[src/rtl/cube_frame_scheduler.sv]
// Double-buffered 8x8x8 LED cube frame store: assembles 64-byte frames from a byte
// stream and scans the front frame onto the layer/latch/data buses one layer at a time.
module cube_frame_scheduler #(
    parameter int unsigned DWELL_CYCLES = 5000,
    parameter logic [7:0]  SYNC_BYTE    = 8'hF0,
    parameter int unsigned RX_TIMEOUT   = 65535
) (
    input  logic       clk,
    input  logic       rst_n,
    input  logic       rx_valid,
    input  logic [7:0] rx_data,
    output logic [7:0] layers_out,
    output logic [7:0] latches_out,
    output logic [7:0] data_out,
    output logic       frame_swap,
    output logic       frame_drop,
    output logic       pending
);
    localparam int TW = $clog2(RX_TIMEOUT + 1);
    localparam int DW = $clog2(DWELL_CYCLES + 1);
    localparam logic [TW-1:0] TIMER_LAST = TW'(RX_TIMEOUT - 1);
    localparam logic [DW-1:0] DWELL_LAST = DW'(DWELL_CYCLES - 1);

    typedef enum logic {
        RX_IDLE,
        RX_FILL
    } rx_state_t;

    typedef enum logic [2:0] {
        SC_BLANK,
        SC_SETUP,
        SC_STROBE,
        SC_HOLD,
        SC_ON
    } scan_state_t;

    // Receive side
    rx_state_t       rx_state_reg;
    logic [5:0]      cnt_reg;
    logic [TW-1:0]   timer_reg;
    logic            pending_reg;
    logic            frame_drop_reg;

    // Scan side
    scan_state_t     scan_state_reg;
    logic [2:0]      layer_reg;
    logic [2:0]      row_reg;
    logic [DW-1:0]   dwell_reg;
    logic            front_sel_reg;
    logic            front_blank_reg;
    logic [7:0]      layers_reg;
    logic [7:0]      latches_reg;
    logic [7:0]      data_reg;
    logic            frame_swap_reg;

    // Both buffers share one RAM; the top address bit selects the buffer.
    logic [7:0]      frame_mem [0:127];
    logic [7:0]      rd_data_reg;
    logic [6:0]      wr_addr;
    logic [6:0]      rd_addr;
    logic [2:0]      rd_row;
    logic            wr_en;
    logic            frame_done;
    logic            swap_now;
    logic [7:0]      layer_onehot;
    logic [7:0]      row_onehot;

    genvar gi;
    generate
        for (gi = 0; gi < 8; gi++) begin : g_onehot
            assign layer_onehot[gi] = (layer_reg == 3'(gi));
            assign row_onehot[gi]   = (row_reg == 3'(gi));
        end
    endgenerate

    assign wr_en      = (rx_state_reg == RX_FILL) && rx_valid;
    assign frame_done = wr_en && (cnt_reg == 6'd63);
    assign wr_addr    = {~front_sel_reg, cnt_reg};
    assign swap_now   = (scan_state_reg == SC_ON) && (layer_reg == 3'd7) &&
                        (dwell_reg == DWELL_LAST) && pending_reg;

    // Read one cycle ahead of SETUP: during HOLD the row counter still names the old row.
    assign rd_row  = (scan_state_reg == SC_HOLD) ? row_reg + 3'd1 : row_reg;
    assign rd_addr = {front_sel_reg, layer_reg, rd_row};

    always_ff @(posedge clk) begin
        if (wr_en) begin
            frame_mem[wr_addr] <= rx_data;
        end
        rd_data_reg <= frame_mem[rd_addr];
    end

    always_ff @(posedge clk) begin
        if (!rst_n) begin
            rx_state_reg   <= RX_IDLE;
            cnt_reg        <= 6'd0;
            timer_reg      <= '0;
            pending_reg    <= 1'b0;
            frame_drop_reg <= 1'b0;
        end else begin
            frame_drop_reg <= 1'b0;
            // A frame cannot complete while one is pending, so set and clear never collide.
            if (swap_now) begin
                pending_reg <= 1'b0;
            end else if (frame_done) begin
                pending_reg <= 1'b1;
            end
            case (rx_state_reg)
                RX_IDLE: begin
                    if (rx_valid && (rx_data == SYNC_BYTE)) begin
                        if (pending_reg) begin
                            frame_drop_reg <= 1'b1;
                        end else begin
                            rx_state_reg <= RX_FILL;
                            cnt_reg      <= 6'd0;
                            timer_reg    <= '0;
                        end
                    end
                end
                RX_FILL: begin
                    if (rx_valid) begin
                        cnt_reg   <= cnt_reg + 6'd1;
                        timer_reg <= '0;
                        if (cnt_reg == 6'd63) begin
                            rx_state_reg <= RX_IDLE;
                        end
                    end else if (timer_reg == TIMER_LAST) begin
                        rx_state_reg   <= RX_IDLE;
                        frame_drop_reg <= 1'b1;
                    end else begin
                        timer_reg <= timer_reg + TW'(1);
                    end
                end
                default: rx_state_reg <= RX_IDLE;
            endcase
        end
    end

    always_ff @(posedge clk) begin
        if (!rst_n) begin
            scan_state_reg  <= SC_BLANK;
            layer_reg       <= 3'd0;
            row_reg         <= 3'd0;
            dwell_reg       <= '0;
            front_sel_reg   <= 1'b0;
            front_blank_reg <= 1'b1;
            layers_reg      <= 8'd0;
            latches_reg     <= 8'd0;
            data_reg        <= 8'd0;
            frame_swap_reg  <= 1'b0;
        end else begin
            frame_swap_reg <= swap_now;
            layers_reg     <= (scan_state_reg == SC_ON) ? layer_onehot : 8'd0;
            latches_reg    <= (scan_state_reg == SC_STROBE) ? row_onehot : 8'd0;
            case (scan_state_reg)
                SC_BLANK: begin
                    scan_state_reg <= SC_SETUP;
                end
                SC_SETUP: begin
                    // Front buffer reads as zero until the first frame has been swapped in.
                    data_reg       <= front_blank_reg ? 8'd0 : rd_data_reg;
                    scan_state_reg <= SC_STROBE;
                end
                SC_STROBE: begin
                    scan_state_reg <= SC_HOLD;
                end
                SC_HOLD: begin
                    row_reg        <= row_reg + 3'd1;
                    dwell_reg      <= '0;
                    scan_state_reg <= (row_reg == 3'd7) ? SC_ON : SC_SETUP;
                end
                SC_ON: begin
                    if (dwell_reg == DWELL_LAST) begin
                        layer_reg      <= layer_reg + 3'd1;
                        scan_state_reg <= SC_BLANK;
                        if (swap_now) begin
                            front_sel_reg   <= ~front_sel_reg;
                            front_blank_reg <= 1'b0;
                        end
                    end else begin
                        dwell_reg <= dwell_reg + DW'(1);
                    end
                end
                default: scan_state_reg <= SC_BLANK;
            endcase
        end
    end

    assign layers_out  = layers_reg;
    assign latches_out = latches_reg;
    assign data_out    = data_reg;
    assign frame_swap  = frame_swap_reg;
    assign frame_drop  = frame_drop_reg;
    assign pending     = pending_reg;

endmodule

[config.mk]
export PLATFORM = sky130hd
export DESIGN_NAME = cube_frame_scheduler
export DESIGN_NICKNAME = d
export VERILOG_FILES = /design/src/rtl/cube_frame_scheduler.sv
export SDC_FILE = /design/constraint.sdc
export NUM_CORES = 1
export LEC_CHECK = 0
export BUFFER_PORTS_ARGS = -buffer_cell sky130_fd_sc_hd__buf_2
export CAP_MARGIN = 25
export CORE_MARGIN = 4
export CORE_UTILIZATION = 40
export CTS_CLUSTER_DIAMETER = 150
export DETAILED_ROUTE_END_ITERATION = 8
export PLACE_DENSITY = 0.62
export SLEW_MARGIN = 20
export SYNTH_ARGS = -nofsm -noshare
export SYNTH_HDL_FRONTEND = slang
export SYNTH_SLANG_ARGS = --single-unit
[constraint.sdc]
create_clock -name clk -period 6.65 [get_ports clk]
set_clock_uncertainty 0.05 [all_clocks]
set_input_delay 1.33 -clock clk [delete_from_list [all_inputs] [get_ports clk]]
set_output_delay 1.33 -clock clk [all_outputs]
set_load 0.005 [all_outputs]
==> metrics, run 1 <==
Hold Fails Final Rpt=0; top_reg_cell synth=edfxtp_1; post-CTS sizing=0; synthesized area=0.0514 mm2; Cells after DPL=4393; CP required=7260 ps; drt first pass iters=5; max FFs per register=1024; pin count of the biggest net entering global routing=112; TritonCTS Buffers=118; TNS Setup=0 ps; Synth Area per Inst=18.1 um2; clock sink count=between 1000 and 1500; Worst VDD drop=around 220 uV; routability cong.=between 0.9 and 1; final period utilization=0.724; worst-margin pin slew=1220 ps; asr flop ratio synth=0; Vias=~30000; post-synth top area share=0.598; Sw Share=0.213; CTS H-Tree Depth=3; Residual DRC=0; post-route ant nets=0; unrepaired setup endpoints after global routing=no; Final Max Tran Viols=0; Clock Pin Slew Worst Setup and Hold Paths=approximately 60 ps; power density over the cells=264 mW/mm2; layout cells sized above 1=0.278; WL/cell=approximately 32 um; vias in the first global route=~30000; Clk pwr share=0.449; Die Wd=about 370 um; Setup violations, final=0; WL final=147 mm; Max Cap Viol=0; relative slew slack=0.164; Port Buffers=37; Core Area=0.128 mm2; starting density of the core=0.403; post-DP HPWL=96.9 mm; CP Data Arrival Time=approximately 5400 ps; final instance area=between 0.05 and 0.06 mm2; Die ar.=0.134 mm2; Yosys cell types=67; Logic pwr share=0.046; initial DRC count=3502; Seq pwr share=0.505; area grow syn2layout=11.0%; clk buf depth=3; global-route usage over all layers=0.215; initial antenna violation count=6; synthesized instance count=roughly 2800; sequential area share after synthesis=0.630; clk_lat worst skew=around 730 ps; Die H=366 um; placed instance area=between 0.05 and 0.06 mm2; yosys warns=0; Switching Power=approximately 0.0032 W; Post-layout nets=2886; register bit total from synthesis=about 1100; CP Launch Type=register; kind of critical path=register to register; first-pass GRT wire length=~210 mm; Worst Setup End Kind=register; syn nets=2866; # IOs=38; Tmin final=between 4000 and 5000 ps; reg-to-reg slack, setup=about 1800 ps; Synth area leader=edfxtp_1; P_int=0.0119 W; num rows=131; worst min path class=register to register; number of flops mapped to enable cells by yosys=1024; vias per inst=6.43; hold buffer count at CTS=0; Lkg Pwr=17.0 nW; fin cells=4621; TritonCTS clock tree=built; worst-path fanout max=68; CTS root buf=clkbuf_16; GRT Residual Overflow=0; dominant cells by area after synthesis=edfxtp_1, mux4_2, dfxtp_1; post-CTS setup buffers=0; outcome=complete, no violations; fmax=0.208 GHz
==> synth_stat cells (all sizes together) (26+ instances only) <==
cell,instances
edfxtp,1024
mux4,516
nor2,185
nand2,149
buf,146
dfxtp,82
clkbuf,70
nand3,70
o22ai,61
mux2i,57
or3,54
nor3,50
o21ai,42
nand4,29
and3,27
nor4,26
==> through the flow <==
stage | setup WS [ps] | util | total power (W) | hold slack [ps]
global route | 1650 | 0.447 | 0.0155 | 418
CTS | 1840 | 0.446 | 0.0151 | 405
global placement | 1670 | 0.415 | 0.00844 | 388
detailed placement | 1900 | 0.415 | 0.00845 | 391
finish | 1840 | 0.447 | 0.0151 | 407
floorplan | 2730 | - | 0.00819 | 376
==> final cells by class <==
cell class,instances,area [um2]
fill,10800,70600
sequential,1106,32400
multi-input combinational,1499,17600
clock buffer,145,3050
tap,1662,2080
timing repair buffer,117,922
clock inverter,74,902
inverter,17,63.8
antenna,1,2.50
==> final timing paths <==
check	depth (start not counted)	end	start
max reg2reg	9	rd_data_reg[3]	row_reg[0]
max	9	rd_data_reg[3]	row_reg[0]
min reg2reg	1	data_out[1]	rd_data_reg[1]
min	1	data_out[1]	rd_data_reg[1]
==> per-layer routing <==
metal / share of wire / GRT usage / up-vias
li1: - / - / 12000
met1: 0.39 / 0.294 / 15700
met2: 0.47 / 0.340 / 1709
met3: 0.10 / 0.0507 / 295
met4: 0.039 / 0.0765 / 2
met5: 0.000088 / 0 / -
==> cells in the final DEF, fill, tap and decap left out, types with 23 or more instances in the layout <==
master / synthesis / final
or3_1: 54 / 54
o22ai_1: 61 / 61
nand4_1: 29 / 29
mux2i_1: 57 / 57
mux4_2: 487 / 487
mux4_1: 27 / 27
clkinv_2: 0 / 23
buf_4: 43 / 77
dfxtp_1: 82 / 80
nor4_1: 26 / 25
and3_1: 23 / 23
nor2_1: 185 / 182
o21ai_0: 42 / 42
nand3_1: 69 / 69
nor3_1: 50 / 50
clkbuf_1: 64 / 27
clkbuf_16: 0 / 118
nand2_1: 149 / 149
edfxtp_1: 1024 / 1024
buf_2: 66 / 30
==> critical path: stages, from the launching register on <==
cell       delay, ps
dfxtp_4          760
inv_1            240
ha_4             910
buf_12           450
mux4_2           320
nor3_1            80
a2111oi_0        600
nor4bb_2         820
nand3_1          270
nand4_1          150
==> power by group through the flow <==
stage          Combinational (W)  Clock (W)  Sequential, W
5_1_grt                 0.000733    0.00714        0.00761
2_1_floorplan           0.000443          0        0.00775
3_3_place_gp            0.000688          0        0.00775
3_5_place_dp            0.000697          0        0.00776
6_report                0.000696    0.00676        0.00761
4_1_cts                 0.000699    0.00684        0.00761
==> cells by family after synthesis <==
logic type                 share of synthesized area
DFF                                            0.630
muxes                                          0.239
xor gates and xnor gates                     0.00460
and+or+nand+nor                               0.0646
adders and majority gates                    0.00389
AOI/OAI and AO/OA                             0.0291
buffers and inverters                         0.0284
Note: power is estimated with default switching activity, not from simulation.
==> run 2: changes to the inputs <==
- ABC_AREA: unset -> 1
- PLACE_DENSITY: 0.62 -> 0.64
- clock period: 6.65 -> 4 ns (I/O delays scaled with it)
==> run 2 against run 1 <==
Register-to-register slack worse by 1200 ps; area after synthesis down 5.1%; highest routed layer is now met4; combinational power grew to 3.9 times the previous value.
==> metrics, run 2 <==
outcome=complete, no violations; fin cells=6591 (+43%); kind of critical path=register to register; hold buffer count at CTS=0 (unchanged); num rows=127 (-3.1%); post-route ant nets=0 (unchanged); worst-path fanout max=63 (-7.4%); Max Cap Viol=0 (unchanged); fmax=0.295 GHz (+42%); synthesized area=0.0488 mm2 (-5.1%); asr flop ratio synth=0 (unchanged); area grow syn2layout=11.6%; reg2reg path depth=15 (+6); register bit total from synthesis=1106 (unchanged); GRT Residual Overflow=0 (unchanged); Setup violations, final=0 (unchanged); max FFs per register=1024 (unchanged); worst min path class=primary input to register; top_reg_cell synth=edfxtp_1; drt first pass iters=5 (unchanged); dominant cells by area after synthesis=edfxtp_1, nand3_1, nand2_1; TritonCTS clock tree=built; clk_lat worst skew=690 ps (-40 ps); count leader, synth=nand2_1; WL final=127 mm (-13%); # IOs=38 (unchanged); post-CTS sizing=0 (unchanged); clk buf depth=3 (unchanged); CP required=4520 ps (-2740 ps); worst r2r src=scan_state_reg[1]; WHS Path Cells=2 (+1); yosys warns=0 (unchanged); power density over the cells=474 mW/mm2 (+79%); syn nets=4903 (+71%); Die Wd=357 um (-2.5%); worst-margin pin slew=1040 ps (-180 ps); initial antenna violation count=0 (-6); filler cell count=11200 (+4.4%); post-CTS setup buffers=0 (unchanged); reg-to-reg endpoint=rd_data_reg[4]; Cells after DPL=6378 (+45%); starting density of the core=0.405 (+0.00227); Synth area leader=edfxtp_1; vias in the first global route=31900 (+6.4%); Synth Area per Inst=10.0 um2 (-45%); Worst Hold End=front_blank_reg; unrepaired setup endpoints after global routing=no; most common cell after layout, fill and taps aside=nand2_1; Clock Pin Slew Worst Setup and Hold Paths=60 ps (about the same); commonest cells after routing, fill and taps aside=nand2_1, edfxtp_1, nand3_1; TNS Setup=0 ps (unchanged); CTS H-Tree Depth=3 (unchanged); Core Area=0.120 mm2 (-5.7%); relative slew slack=0.305 (+0.141); Tmin final=3400 ps (-1420 ps); Die ar.=0.128 mm2 (-5.0%); Final Max Tran Viols=0 (unchanged); layout cells sized above 1=0.0649 (-0.213); number of flops mapped to enable cells by yosys=1024 (unchanged); CP Data Arrival Time=3920 ps (-1510 ps); post-synth top area share=0.631 (+0.0324); final period utilization=0.849 (+0.125); Post-synth top cells=nand2_1, edfxtp_1, nand3_1; Die H=357 um (-2.5%); Hold Fails Final Rpt=0 (unchanged); TritonCTS Buffers=116 (-1.7%); Worst VDD drop=375 uV (+67%); end-of-flow core utilization=0.452 (+0.00498); vias per inst=5.07 (-21%); Port Buffers=37 (unchanged); Vias=33400 (+13%); routability cong.=0.859 (-5.5%); hold path startpoint=rst_n; pin count of the biggest net entering global routing=129 (+15%); initial DRC count=3201 (-8.6%); Yosys cell types=40 (-40%); Post-layout nets=4911 (+70%); Hold Worst Slack=379 ps (-28.7 ps); WL/cell=19.3 um (-39%); synthesized instance count=4876 (+72%); clock sink count=1106 (unchanged); reg-to-reg slack, setup=600 ps (-1230 ps); CP Launch Type=register; CTS root buf=clkbuf_16; sequential area share after synthesis=0.664 (+0.0341); post-DP HPWL=73.9 mm (-24%); global-route usage over all layers=0.198 (-0.0175); total power=0.0258 W (+71%); Worst Setup End Kind=register; Residual DRC=0 (unchanged); first-pass GRT wire length=194 mm (-9.7%); Lkg Pwr=22.3 nW (+31%)
-- run 2: cell count changes in the layout (fill, tap and decap cells not counted), moves of 23 or more --
cell and change:
nand3_1 +919, nand2_1 +1070, inv_1 +907, and3_1 -23, a21oi_1 +32, mux4_2 -487, mux4_1 -27, mux2i_1 -57
nand3b_1 +31, or3_1 -54, o21ai_0 -27, o22ai_1 -61
-- run 2: worst max-delay path by stage --
stage	cells after the start	from	slack (ps)	endpoint
floorplan	5	rx_valid	1730	frame_mem[104][0]
finish	15	scan_state_reg[1]	600	rd_data_reg[4]
detailed placement	14	scan_state_reg[1]	670	rd_data_reg[5]
CTS	14	scan_state_reg[1]	650	rd_data_reg[5]
global placement	13	scan_state_reg[1]	750	rd_data_reg[4]
global route	14	scan_state_reg[1]	460	rd_data_reg[5]
-- run 2: final cells by class --
| class | instances | area, um2 | area share |
|---|---|---|---|
| Tap cell | 1612 | 2020 | 0.0371 |
| Antenna cell | 1 | 2.50 | 0.0000460 |
| Multi-Input combinational cell | 2592 | 11700 | 0.214 |
| Clock inverter | 54 | 370 | 0.00680 |
| Inverter | 933 | 3500 | 0.0644 |
| Sequential cell | 1106 | 32400 | 0.595 |
| Clock buffer | 158 | 3280 | 0.0603 |
| Timing Repair Buffer | 135 | 1210 | 0.0223 |
-- run 2: kinds of logic (layout without fill, tap and decap cells) --
group                      count (synthesis)  count (layout)  share of synthesized area
other                                      0               1                          0
AOI/OAI and AO/OA                         81              81                    0.00947
DFF                                     1106            1106                      0.664
xor gates and xnor gates                   8               8                    0.00144
buffers and inverters                   1178            1280                     0.0978
adders and majority gates                 16              16                    0.00411
and+or+nand+nor                         2487            2487                      0.223
-- run 2: critical path, stage by stage (launching register included) --
cell     delay, ps
dfxtp_1        500
nand2_2        120
nor2_4         170
nand2_1        170
nand2_8        420
buf_12         320
buf_12         230
nand2_1         80
nand3_1         70
nand3_1        120
nand3_1        150
nand3_1        150
nand3_1        280
nand2_1        160
nand2_1        150
nand2_1         70
-- run 2: per-layer routing --
layer	global-route usage	share of wire
met5	0	0
met4	0.0647	0.033
met3	0.0346	0.078
met2	0.324	0.47
met1	0.269	0.42
-- run 2: stage by stage --
stage / instance area [um2] / worst slack [ps]
6_report: 54400 / 605
5_1_grt: 54400 / 462
4_1_cts: 54400 / 645
3_5_place_dp: 50800 / 672
3_3_place_gp: 50800 / 749
2_1_floorplan: 48800 / 1730
-- run 2: report_power, final --
group | internal (W) | total, W | switching, W
clock network | 0.00595 | 0.0104 | 0.00440
logic | 0.000742 | 0.00274 | 0.00200
registers | 0.0127 | 0.0127 | 0.0000393
